## src/rtl/fifo_pkg.sv

```systemverilog
// Shared constants and helpers for the parametrised synchronous FIFO.
// Provides read-mode encodings and the pointer width helper.
package fifo_pkg;

    localparam int FWFT_OFF = 0;
    localparam int FWFT_ON  = 1;

    // Pointer width: address bits plus one wrap bit.
    function automatic int ptr_w(input int depth);
        return $clog2(depth) + 1;
    endfunction

endpackage

```

## src/rtl/fifo_ram.sv

```systemverilog
// DEPTH x DATA_W storage: synchronous write port, asynchronous read port.
// Ports: clk, we, waddr, wdata (write side); raddr, rdata (read side).
module fifo_ram #(
    parameter int DATA_W = 32,
    parameter int DEPTH  = 8,
    parameter int AW     = $clog2(DEPTH)
) (
    input  logic              clk,
    input  logic              we,
    input  logic [AW-1:0]     waddr,
    input  logic [DATA_W-1:0] wdata,
    input  logic [AW-1:0]     raddr,
    output logic [DATA_W-1:0] rdata
);

    logic [DATA_W-1:0] mem [DEPTH];

    always_ff @(posedge clk) begin
        if (we) begin
            mem[waddr] <= wdata;
        end
    end

    assign rdata = mem[raddr];

endmodule

```

## src/rtl/fifo_sync_param.sv

```systemverilog
// Parametrised single-clock FIFO with registered or FWFT read data,
// fill count, almost-full/empty thresholds and sticky error flags.
// Ports: clk, rst (sync, active-high); wen/data_in write side;
// ren/data_out read side; full, empty, almost_full, almost_empty,
// count status; overflow/underflow sticky errors cleared by clr_err.
module fifo_sync_param
    import fifo_pkg::*;
#(
    parameter int DATA_W   = 32,
    parameter int DEPTH    = 8,
    parameter int AF_LEVEL = DEPTH - 2,
    parameter int AE_LEVEL = 2,
    parameter int FWFT     = FWFT_OFF
) (
    input  logic                     clk,
    input  logic                     rst,
    input  logic                     wen,
    input  logic                     ren,
    input  logic [DATA_W-1:0]        data_in,
    output logic [DATA_W-1:0]        data_out,
    output logic                     full,
    output logic                     empty,
    output logic                     almost_full,
    output logic                     almost_empty,
    output logic [$clog2(DEPTH):0]   count,
    output logic                     overflow,
    output logic                     underflow,
    input  logic                     clr_err
);

    localparam int PW = ptr_w(DEPTH);
    localparam int AW = PW - 1;

    localparam logic [PW-1:0] AF_L = PW'(AF_LEVEL);
    localparam logic [PW-1:0] AE_L = PW'(AE_LEVEL);
    localparam logic [PW-1:0] ONE  = PW'(1);

    if ((DEPTH < 2) || ((DEPTH & (DEPTH - 1)) != 0)) begin : g_bad_depth
        $fatal(1, "fifo_sync_param: DEPTH must be a power of two >= 2");
    end
    if ((AF_LEVEL < 1) || (AF_LEVEL > DEPTH)) begin : g_bad_af
        $fatal(1, "fifo_sync_param: AF_LEVEL out of range");
    end
    if ((AE_LEVEL < 0) || (AE_LEVEL > DEPTH - 1)) begin : g_bad_ae
        $fatal(1, "fifo_sync_param: AE_LEVEL out of range");
    end
    if ((FWFT != FWFT_OFF) && (FWFT != FWFT_ON)) begin : g_bad_mode
        $fatal(1, "fifo_sync_param: FWFT must be 0 or 1");
    end

    logic [PW-1:0]     wptr;
    logic [PW-1:0]     rptr;
    logic              wr_acc;
    logic              rd_acc;
    logic [DATA_W-1:0] rdata;

    // Same address with differing wrap bits means the writer lapped the reader.
    assign empty        = (wptr == rptr);
    assign full         = (wptr[AW] != rptr[AW]) &&
                          (wptr[AW-1:0] == rptr[AW-1:0]);
    assign count        = wptr - rptr;
    assign almost_full  = (count >= AF_L);
    assign almost_empty = (count <= AE_L);

    assign wr_acc = wen && !full;
    assign rd_acc = ren && !empty;

    always_ff @(posedge clk) begin
        if (rst) begin
            wptr      <= '0;
            rptr      <= '0;
            overflow  <= 1'b0;
            underflow <= 1'b0;
        end else begin
            if (wr_acc) begin
                wptr <= wptr + ONE;
            end
            if (rd_acc) begin
                rptr <= rptr + ONE;
            end
            // A new error event takes priority over a clear in the same cycle.
            if (wen && full) begin
                overflow <= 1'b1;
            end else if (clr_err) begin
                overflow <= 1'b0;
            end
            if (ren && empty) begin
                underflow <= 1'b1;
            end else if (clr_err) begin
                underflow <= 1'b0;
            end
        end
    end

    fifo_ram #(
        .DATA_W (DATA_W),
        .DEPTH  (DEPTH),
        .AW     (AW)
    ) u_ram (
        .clk    (clk),
        .we     (wr_acc && !rst),
        .waddr  (wptr[AW-1:0]),
        .wdata  (data_in),
        .raddr  (rptr[AW-1:0]),
        .rdata  (rdata)
    );

    if (FWFT == FWFT_OFF) begin : g_reg_out
        logic [DATA_W-1:0] dout_q;

        always_ff @(posedge clk) begin
            if (rst) begin
                dout_q <= '0;
            end else if (rd_acc) begin
                dout_q <= rdata;
            end
        end

        assign data_out = dout_q;
    end else begin : g_fwft_out
        // Head word is presented directly; meaningless while empty.
        assign data_out = rdata;
    end

endmodule

```

## config.mk

```make
export PLATFORM = sky130hd
export DESIGN_NAME = fifo_sync_param
export DESIGN_NICKNAME = d
export VERILOG_FILES = /design/src/rtl/fifo_pkg.sv /design/src/rtl/fifo_ram.sv /design/src/rtl/fifo_sync_param.sv
export SDC_FILE = /design/constraint.sdc
export NUM_CORES = 1
export LEC_CHECK = 0
export CAP_MARGIN = 20
export CORE_ASPECT_RATIO = 2
export CORE_UTILIZATION = 45
export CTS_BUF_LIST = sky130_fd_sc_hd__clkbuf_8
export DETAILED_ROUTE_END_ITERATION = 16
export DONT_BUFFER_PORTS = 1
export PLACE_DENSITY_LB_ADDON = 0.2
export SYNTH_ARGS = -nofsm -noshare
export SYNTH_HDL_FRONTEND = slang
export SYNTH_SLANG_ARGS = --single-unit
```

## constraint.sdc

```tcl
create_clock -name clk -period 6.62 [get_ports clk]
set_clock_uncertainty 0.05 [all_clocks]
set_input_delay 0.993 -clock clk [delete_from_list [all_inputs] [get_ports clk]]
set_output_delay 0.993 -clock clk [all_outputs]
set_load 0.005 [all_outputs]
```

Word level (Yosys, flattened, before mapping). Memory sizes are Yosys's and may differ from the RTL's. A register that Yosys moved wholly into a read port is not among the register bits. Index checks and enable logic that the tools add are counted.

$add $sub $neg: 3. Reduce and logical (&&, ||, !) cells: 11. Magnitude comparators: 2. Multiply operators: 0. Muxes and demuxes: 5. Divide/modulo/power cells: 0. Bitwise gates (word level): 0. Eq/ne operators: 3. Shift operators: 0.

Operators with widths (count): $add A4 B1 Y4 const B (2); $logic_and A1 B1 Y1 (6); $mux W1 (5); $eq A4 B4 Y1 (1); $ge A4 B3 Y1 const B (1); $le A4 B2 Y1 const B (1); $reduce_bool A2 Y1 (2); $sub A4 B4 Y4 (1); $eq A3 B3 Y1 (1); $logic_not A1 Y1 (3); $ne A1 B1 Y1 (1).

Latch bits: 0. Bits in writable memories: 256. Word-level logic and storage cells: 29. Memory bits (read-only): 0. Memories kept: 1. Register bits: 10.

Memories: u_ram.mem (depth 8, bits a word 32, read ports 1, clocked after Yosys merged registers in 1, write ports 1, line fifo_ram.sv:16) `logic [DATA_W-1:0] mem [DEPTH];`.

Longest topological paths before layout. Gate-level depths: netlist of the first run.

Depth after elaboration: 7. Depth in mapped cells: 10. Depth with buffers taken out: 6.

Cells and area by module. A second synthesis of the first run with hierarchy kept.

Cell total of the unflattened synthesis: 601. Area total of the unflattened synthesis: 11810.1 µm².

Modules (own cells, without submodules): fifo_ram (cells an instance 383, sequential area each 7687.4 µm², instances 1, area an instance 9825.7 µm²); fifo_sync_param (cells an instance 218, sequential area each 840.8 µm², instances 1, area an instance 1984.4 µm²).

Worst setup path before layout of the first run. No wires, ideal clock.

Path type: reg2reg. From: register rptr[2]. To: memory u_ram.mem[0][0] (enable). Arrival: 4.096 ns. Stages on the path, launching flop included: 9. Path slack: 2.013 ns. Period minus slack after synthesis: 4.607 ns. Library setup time: 0.461 ns. Cells stage by stage: dfxtp_1 clkbuf_1 inv_1 buf_2 ha_1 nand3_1 o21ai_2 or3_1 nor3_1.

Longest elaborated chain between the ends: 7.

RTL lines: start: declaration (line fifo_sync_param.sv:52) `logic [PW-1:0] rptr;`; start signal: assignment (line fifo_sync_param.sv:79) `rptr <= rptr + ONE;`; $eq A3 B3 Y1 (line fifo_sync_param.sv:60) `(wptr[AW-1:0] == rptr[AW-1:0]);`; $logic_and A1 B1 Y1 (line fifo_sync_param.sv:59) `assign full = (wptr[AW] != rptr[AW]) &&`; $logic_not A1 Y1 (line fifo_sync_param.sv:65) `assign wr_acc = wen && !full;`; $logic_and A1 B1 Y1 (line fifo_sync_param.sv:65); $logic_and A1 B1 Y1 (line fifo_sync_param.sv:101) `.we (wr_acc && !rst),`; $mux W1 (line fifo_ram.sv:19) `if (we) begin`; $mux W1 (implied by the code) (line fifo_ram.sv:20) `mem[waddr] <= wdata;`; end: declaration (line fifo_ram.sv:16).

No other way between the ends.

Worst setup path in the final report of the first run.
From: register rptr[2]. To: memory u_ram.mem[7][21] (enable).

Same word-level chain as after synthesis.

==> results.md, run 1 <==
- The run finished with clean final reports.
- The mean routed wirelength per cell is 22.78 µm.
- The core area is 25140 µm².
- The most frequent cell after synthesis is sky130_fd_sc_hd__edfxtp_1.
- The critical-path cell with the highest stage delay is sky130_fd_sc_hd__dfxtp_2.
- The sequential cell area fraction in the yosys report is 73.94%.
- STA puts the critical path data required time at 6.76 ns.
- Setup violations remaining at the end of the flow were counted as 0.
- In this run the number of H-tree levels came out at 2.
- The clock latency on the worst-skew pair is 0.54 ns.
- The final hold violation count is 0.
- The synthesized netlist devotes 0.7160% of its cell area to adder and majority cells.
- The initialized floorplan defines 82 standard-cell rows.
- Setup repair after global routing left no endpoint under its margin.
- Counting tap cells, the placed design contains a total of 908 instances.
- In this run the count of I/O pins placed on the die edge is 79.
- Summing all multi-input logic gate instances after layout gives 2788 µm².
- The post-synthesis cell area is 11530 µm².
- The critical path endpoint category is a register.
- The aggregate routed wire length is 22340 µm.
- The total nets after synthesis is 638.
- Entering global routing, the biggest net connects 68 pins.
- Setup total negative slack on the finished layout was measured at 0 ns.
- The congestion estimate from routability-driven global placement came to 0.7213.
- After technology mapping, the gate count stands at 595.
- Walking the worst path, the cells encountered are inv_1 > ha_1 > nand3_1 > o21ai_2 > or3b_4 > nor2_4 > buf_4.
- The mux share of post-synthesis cell area is 12.58%.
- The max-capacitance violation count is 0.
- The relative slew slack is 34.22%.
- The worst setup path is launched from a register.
- The number of antenna violations at the first check in global routing is 0.
- The power per unit of standard cell area is 321.1 nW/µm².
- After synthesis, the largest family of logic cells by area is multiplexers.
- The utilization of the core after routing is 50.55%.
- Registers take 8537 µm².
- The CTS sink count is 298.
- The post-route clock period utilization is 54.11%.
- The relative area change from synthesis to final layout is 10.18%.
- From left edge to right edge, the die measures 115.2 µm.
- The largest voltage drop on the vdd net is 0.1476 mV.
- Ranked by instance count, the synthesized netlist is headed by sky130_fd_sc_hd__edfxtp_1, sky130_fd_sc_hd__nand2_1, sky130_fd_sc_hd__mux4_2.
- In this run, post-CTS hold repair placed 0 buffers.
- The path type of the worst setup path is reg -> reg.
- The largest single stage delay on the critical path is 0.91 ns.
- The number of search-and-repair iterations in the first detailed-routing pass is 4.
- In this run, post-CTS repair resized a total of 0 instances.
- In this run the worst setup path begins at rptr[2]$_SDFFE_PP0P_.
- After clock tree synthesis, the clock-pin slew on the worst setup and hold paths is 0.07 ns.
- Overall power consumption after layout is estimated at 0.004081 W.
- Global routing used 18.25% of the available tracks.
- The buffer count from post-CTS setup fixing is 0.
- The count of unresolved DRC violations after routing is 0.
- The largest delay contributor family on the critical path is simple AND/OR/NAND/NOR gates.
- The top flip-flop cell by instance count after synthesis is sky130_fd_sc_hd__edfxtp_1.
- The clock period minus worst slack is 3.582 ns.
- Counting both buffers and inverters, the worst setup path holds a total of 2.
- In this run, distinct cell masters in the synthesized netlist total 34.
- The clock buffer count from CTS is 41.
- The fmax is 0.2792 GHz.
- The count of buffers added on input and output ports is 0.
- After global routing the overflow that remains totals 0.
- The mean area per synthesized cell is 19.38 µm².
- The number of antenna diodes is 0.
- After synthesis, the cell types taking the most area are sky130_fd_sc_hd__edfxtp_1, sky130_fd_sc_hd__mux4_2, sky130_fd_sc_hd__dfxtp_1.
- TritonCTS built the clock tree.
- The count of nets left with antenna violations after detail routing is 0.
- The via count of the first global-routing pass is 6121.
- No sink is reached through more buffers than the 3 on the longest clock path.
- The setup check on the worst reg-to-reg path leaves a slack of 3.04 ns.
- In the synthesized netlist the async set-or-reset flop fraction comes to 0%.
- The worst hold path class is in -> reg.
- Counting the fill cells in the layout gives 2059.
- The chip height is 228.4 µm.
- The start point of the worst min-delay path is rst.
- For this configuration, the core starts out at a cell density of 45.88%.
- The count of nets after finishing is 659.
- The yosys synthesis warning count is 0.
- The top cell type by total area after synthesis is sky130_fd_sc_hd__edfxtp_1.
- Once detailed placement completed, the half-perimeter wirelength came to 12520 µm.
- The analysis attributes to cell leakage a power of 3.951 nW.
- Of the total synthesized cell area, the portion taken by AND, OR, NAND and NOR gates is 4.600%.
- The number of pins with negative max-slew slack in the final report was 0.
- In this run, the number of DRC markers left after iteration 0 of detailed routing was 227.
- The largest fanout of any net on the critical path is 35.
- The number of register bits inferred by synthesis is 298.
- The startpoint identified for the worst register-to-register timing path is rptr[2]$_SDFFE_PP0P_.
- The die covers 26310 µm².
- The total via count after detailed routing is 5354.
- The worst-margin pin slew is 0.9867 ns.
- The compound-gate portion of the synthesized area is 5.034%.
- Yosys mapped a number of flops with a built-in enable equal to 256.
- The via count normalized by instance count is 5.458.
- The layout cell share with drive strength beyond 1 is 27.75%.
- The count of non-filler cells in the finished layout is 981.
- The XOR/XNOR share of the synthesized area is 0.7485%.
- The first global-routing pass estimated 35110 µm of wire.
- The tree is rooted in a sky130_fd_sc_hd__clkbuf_8.
- The worst path arrival time is 3.72 ns.
- Summed over its instances, the top area cell type makes up 66.65% of the synthesized netlist area.
-- path summary, 6_finish.rpt --
kind / to / cells after the start
setup / recovery: u_ram.mem[7][21]$_DFFE_PP_ / 7
hold / removal: data_out[22]$_SDFFE_PP0P_ / 1
setup reg to reg: u_ram.mem[7][21]$_DFFE_PP_ / 7
hold reg to reg: data_out[25]$_SDFFE_PP0P_ / 2
-- metrics by stage --
stage | area [µm²] | setup WS (ns) | hold WS (ns)
4_1_cts | 12680 | 2.799 | 0.4387
2_1_floorplan | 11530 | 2.013 | 0.4759
5_1_grt | 12710 | 2.781 | 0.4473
3_3_place_gp | 11830 | 2.908 | 0.4897
3_5_place_dp | 11870 | 2.814 | 0.4877
6_report | 12710 | 3.038 | 0.4659
-- registers in the layout, indices dropped and copies added, names as in the netlist --
| name | count |
|---|---|
| wptr | 4 |
| overflow | 1 |
| data_out | 32 |
| rptr | 4 |
| u_ram.mem | 256 |
| underflow | 1 |
-- routing by layer --
layer | global-route usage (%) | vias to the layer above | share of wire (%)
met1 | 19.37 | 2797 | 36
met5 | 0 | - | 0
met3 | 4.720 | 40 | 5.5
li1 | - | 2401 | -
met4 | 7.143 | 0 | 3.0
met2 | 33.64 | 116 | 55
-- where the power goes --
group / internal (W) / switching (W) / leakage [nW]
sequential: 0.00211 / 0.0000682 / 2.66
combinational: 0.000250 / 0.000258 / 0.841
clock: 0.000722 / 0.000669 / 0.450
total: 0.00309 / 0.000995 / 3.95
-- layout by cell type, fill, tap and decap left out, types with 2 or more instances in the layout --
cell,count
sky130_fd_sc_hd__dfxtp_4,2
sky130_fd_sc_hd__clkinv_2,2
sky130_fd_sc_hd__clkinv_1,7
sky130_fd_sc_hd__and3_1,3
sky130_fd_sc_hd__nor2b_1,3
sky130_fd_sc_hd__ha_1,5
sky130_fd_sc_hd__o211ai_1,4
sky130_fd_sc_hd__edfxtp_1,256
sky130_fd_sc_hd__nand2_1,68
sky130_fd_sc_hd__nor2_1,44
sky130_fd_sc_hd__inv_1,17
sky130_fd_sc_hd__dfxtp_1,39
sky130_fd_sc_hd__buf_4,8
sky130_fd_sc_hd__o21ai_0,2
sky130_fd_sc_hd__a21oi_1,4
sky130_fd_sc_hd__mux4_2,64
sky130_fd_sc_hd__xnor2_1,5
sky130_fd_sc_hd__clkbuf_8,50
sky130_fd_sc_hd__a311oi_2,32
sky130_fd_sc_hd__nor2_4,6
sky130_fd_sc_hd__buf_12,2
sky130_fd_sc_hd__xor2_1,3
-- area by class of cell --
class	instances	share of cell area (%)
flip-flops and latches	298	67.18
multi-input cells	257	21.94
clock buffers	50	5.416
well taps	336	3.308
repair buffers	11	1.004
clock inverters	22	0.9453
inverters	7	0.2068
-- kinds of logic (layout without fill, tap and decap cells) --
family | count (synthesis) | in the layout
XOR/XNOR | 9 | 9
AND/OR/NAND/NOR | 131 | 131
flip-flops | 298 | 298
AO/OA/AOI/OAI | 46 | 46
buffers and inverters | 40 | 90
multiplexers | 65 | 65
adder cells (fa/ha/maj) | 6 | 6
Power figures use the tool's default switching activity.
==> run 2, diff against run 1 <==
clock period = 3.5 ns   (was 6.62 ns; I/O delays follow)
==> run 2 against run 1 <==
Net effect: cell count up 4.6%; non-clock buffer count grew 42; setup slack got worse by 2.7 ns; combinational power rose by 120%; global-route usage up 0.84 points; first-iteration DRC count increased by 21%; sequential power is 87% higher; critical path depth decreased by 2.
==> results.md, run 2 (same netlist as run 1, synthesis figures left out) <==
- The flow ran to the end, and the final reports show no timing, DRC or antenna violations.
- The relative area change from synthesis to final layout is 13.34%.
- The clock period could shrink to 3.139 ns.
- The total via count after detailed routing was 5676 (+6.0%).
- The final total power is 0.007629 W (+87%).
- The worst path arrival time is 2.56 ns (-1.16 ns).
- The fmax is 0.3185 GHz.
- The cell area reported after detailed placement is 11980 µm² (+0.89%).
- The via count normalized by instance count was 5.532 (+1.4%).
- The total buffers and inverters traversed by the critical path is 2 (unchanged).
- The worst setup path is captured at an output port.
- Grouping stages by cell kind, the critical path spends the most delay in buffers and inverters.
- The number of flip-flops in the largest register is 256 (unchanged).
- The final-report setup violation count is 0 (unchanged).
- The most common cell after layout, fill and taps aside is sky130_fd_sc_hd__edfxtp_1.
- Leaving out fill and tap cells, the most frequent cells in the layout are sky130_fd_sc_hd__edfxtp_1, sky130_fd_sc_hd__nand2_1, sky130_fd_sc_hd__mux4_2.
- The count of unresolved DRC violations after routing is 0 (unchanged).
- The largest fanout of any net on the critical path was 67 (+91%).
- The chip height is 228.4 µm (unchanged).
- The leakage power figure came to 4.129 nW (+4.5%).
- The count of nets left with antenna violations after detail routing was 0 (unchanged).
- The register name with the most flops is u_ram.mem.
- The level count of the clock H-tree came to 2 (unchanged).
- The largest voltage drop on the vdd net is 0.4346 mV (+190%).
- The number of placed instances with taps included came to 918 (+1.1%).
- The relative slew slack is 31.19% (-3.0 points).
- Setup repair after global routing left no endpoint under its margin.
- The data required time at the worst endpoint is 2.92 ns (-3.84 ns).
- The CTS sink count is 298 (unchanged).
- The wire length of the first global-routing pass is 36320 µm (+3.4%).
- The final hold slack was 0.02690 ns (-0.4390 ns).
- The power per unit of standard cell area is 583.6 nW/µm² (+82%).
- The mean routed wirelength per cell is 23.23 µm (+2.0%).
- The layout cell share with drive strength beyond 1 was 27.10% (-0.65 points).
- The max-capacitance violation count is 0 (unchanged).
- The worst hold path class is in -> reg.
- The post-CTS resize count is 0 (unchanged).
- The overall overflow remaining after global route is 0 (unchanged).
- The slowest stage of the critical path is the sky130_fd_sc_hd__buf_4 cell.
- The worst setup path is of the reg -> out kind.
- The maximum buffer depth of the clock tree is 3 (unchanged).
- The clock latency on the worst-skew pair came to 0.54 ns (about the same).
- The maximum cell stage delay along the critical path was 0.78 ns (-0.13 ns).
- The first-iteration detailed-routing DRC count is 274 (+21%).
- The clock-pin slew on the worst setup and hold paths was 0.06 ns (about the same).
- The final hold violation count came to 0 (unchanged).
- The width of the die is 115.2 µm (unchanged).
- The number of I/O pins came to 79 (unchanged).
- The clock buffer count from CTS is 41 (unchanged).
- The count of hold buffers inserted by post-cts repair is 31 (+31).
- The number of pins with negative max-slew slack in the final report is 0 (unchanged).
- The via count of the first global-routing pass is 6167 (+0.75%).
- The final instance area is 13070 µm² (+2.9%).
- The count of non-filler cells in the finished layout is 1026 (+4.6%).
- The full die area was 26310 µm² (unchanged).
- The aggregate routed wire length is 23830 µm (+6.7%).
- The effective utilization at floorplan is 45.88% (unchanged).
- The pin count of the biggest net entering global routing was 68 (unchanged).
- The accumulated negative setup slack is 0 ns (unchanged).
- The worst-margin pin slew is 1.032 ns (+0.04544 ns).
- STA classifies the critical path startpoint as a register.
- The count of nets after finishing is 701 (+6.4%).
- The number of antenna violations at the first check in global routing came to 0 (unchanged).
- The buffer count from post-CTS setup fixing is 0 (unchanged).
- Traced cell by cell, the critical path runs through buf_4 > fa_1 > inv_1 > a21oi_1 > o21a_1.
- In this run the clock root is driven by a sky130_fd_sc_hd__clkbuf_8.
- The global-route total usage across every layer is 19.09% (+0.84 points).
- The number of search-and-repair iterations in the first detailed-routing pass is 4 (unchanged).
- Of the available clock period, the critical path in the final layout requires 89.70%.
- The number of antenna diodes is 0 (unchanged).
- The core area is 25140 µm² (unchanged).
- The clock tree from TritonCTS is built.
- The last weighted congestion value of the routability-driven placer is 0.7265 (+0.72%).
- The total number of placement rows is 82 (unchanged).
- The detailed placement HPWL is 13500 µm (+7.9%).
- The number of port buffers was 0 (unchanged).
## run 2: cell type report
class	instances	area (µm²)
Clock buffer	45	619.3
Clock inverter	30	128.9
Fill cell	2047	12060
Inverter	7	26.28
Multi-Input combinational cell	257	2794
Sequential cell	298	8536
Tap cell	336	420.4
Timing Repair Buffer	53	548.0
## run 2: routing by layer
metal | track usage, % | vias to the layer above | part of all wire (%)
li1 | - | 2488 | -
met1 | 21.53 | 2963 | 37
met2 | 34.66 | 177 | 56
met3 | 3.474 | 48 | 4.9
met4 | 8.076 | 0 | 3.0
met5 | 0 | - | 0
## run 2: worst paths after layout
kind	slack, ns	cells after the start	to	startpoint
worst min register to register	0.50	2	data_out[17]$_SDFFE_PP0P_	data_out[17]$_SDFFE_PP0P_
worst max register to register	0.67	7	u_ram.mem[0][31]$_DFFE_PP_	wptr[0]$_SDFFE_PP0P_
worst max-delay path	0.36	5	almost_empty	rptr[1]$_SDFFE_PP0P_
worst min-delay path	0.03	0	u_ram.mem[2][6]$_DFFE_PP_	data_in[6]
## run 2: worst register-to-register path, cell delays in order, from the launching register on
cell,delay [ns]
sky130_fd_sc_hd__dfxtp_1,0.52
sky130_fd_sc_hd__inv_1,0.15
sky130_fd_sc_hd__ha_1,0.33
sky130_fd_sc_hd__nand3_1,0.13
sky130_fd_sc_hd__o21ai_2,0.10
sky130_fd_sc_hd__or3_1,0.52
sky130_fd_sc_hd__nor3_4,0.18
sky130_fd_sc_hd__buf_4,0.48
## run 2: where the power goes
part	internal (W)	switching (W)	total (W)
clock network	0.00119	0.00124	0.00243
registers	0.00400	0.0000877	0.00408
logic	0.000525	0.000594	0.00112
total	0.00571	0.00192	0.00763
## run 2: through the flow
step | setup slack [ns] | util, %
after floorplan | -0.2662 | -
after global placement | 0.7373 | 47.65
after detailed placement | 0.6616 | 47.65
after CTS | 0.2843 | 51.93
after global routing | 0.2349 | 52.01
final | 0.3606 | 52.01
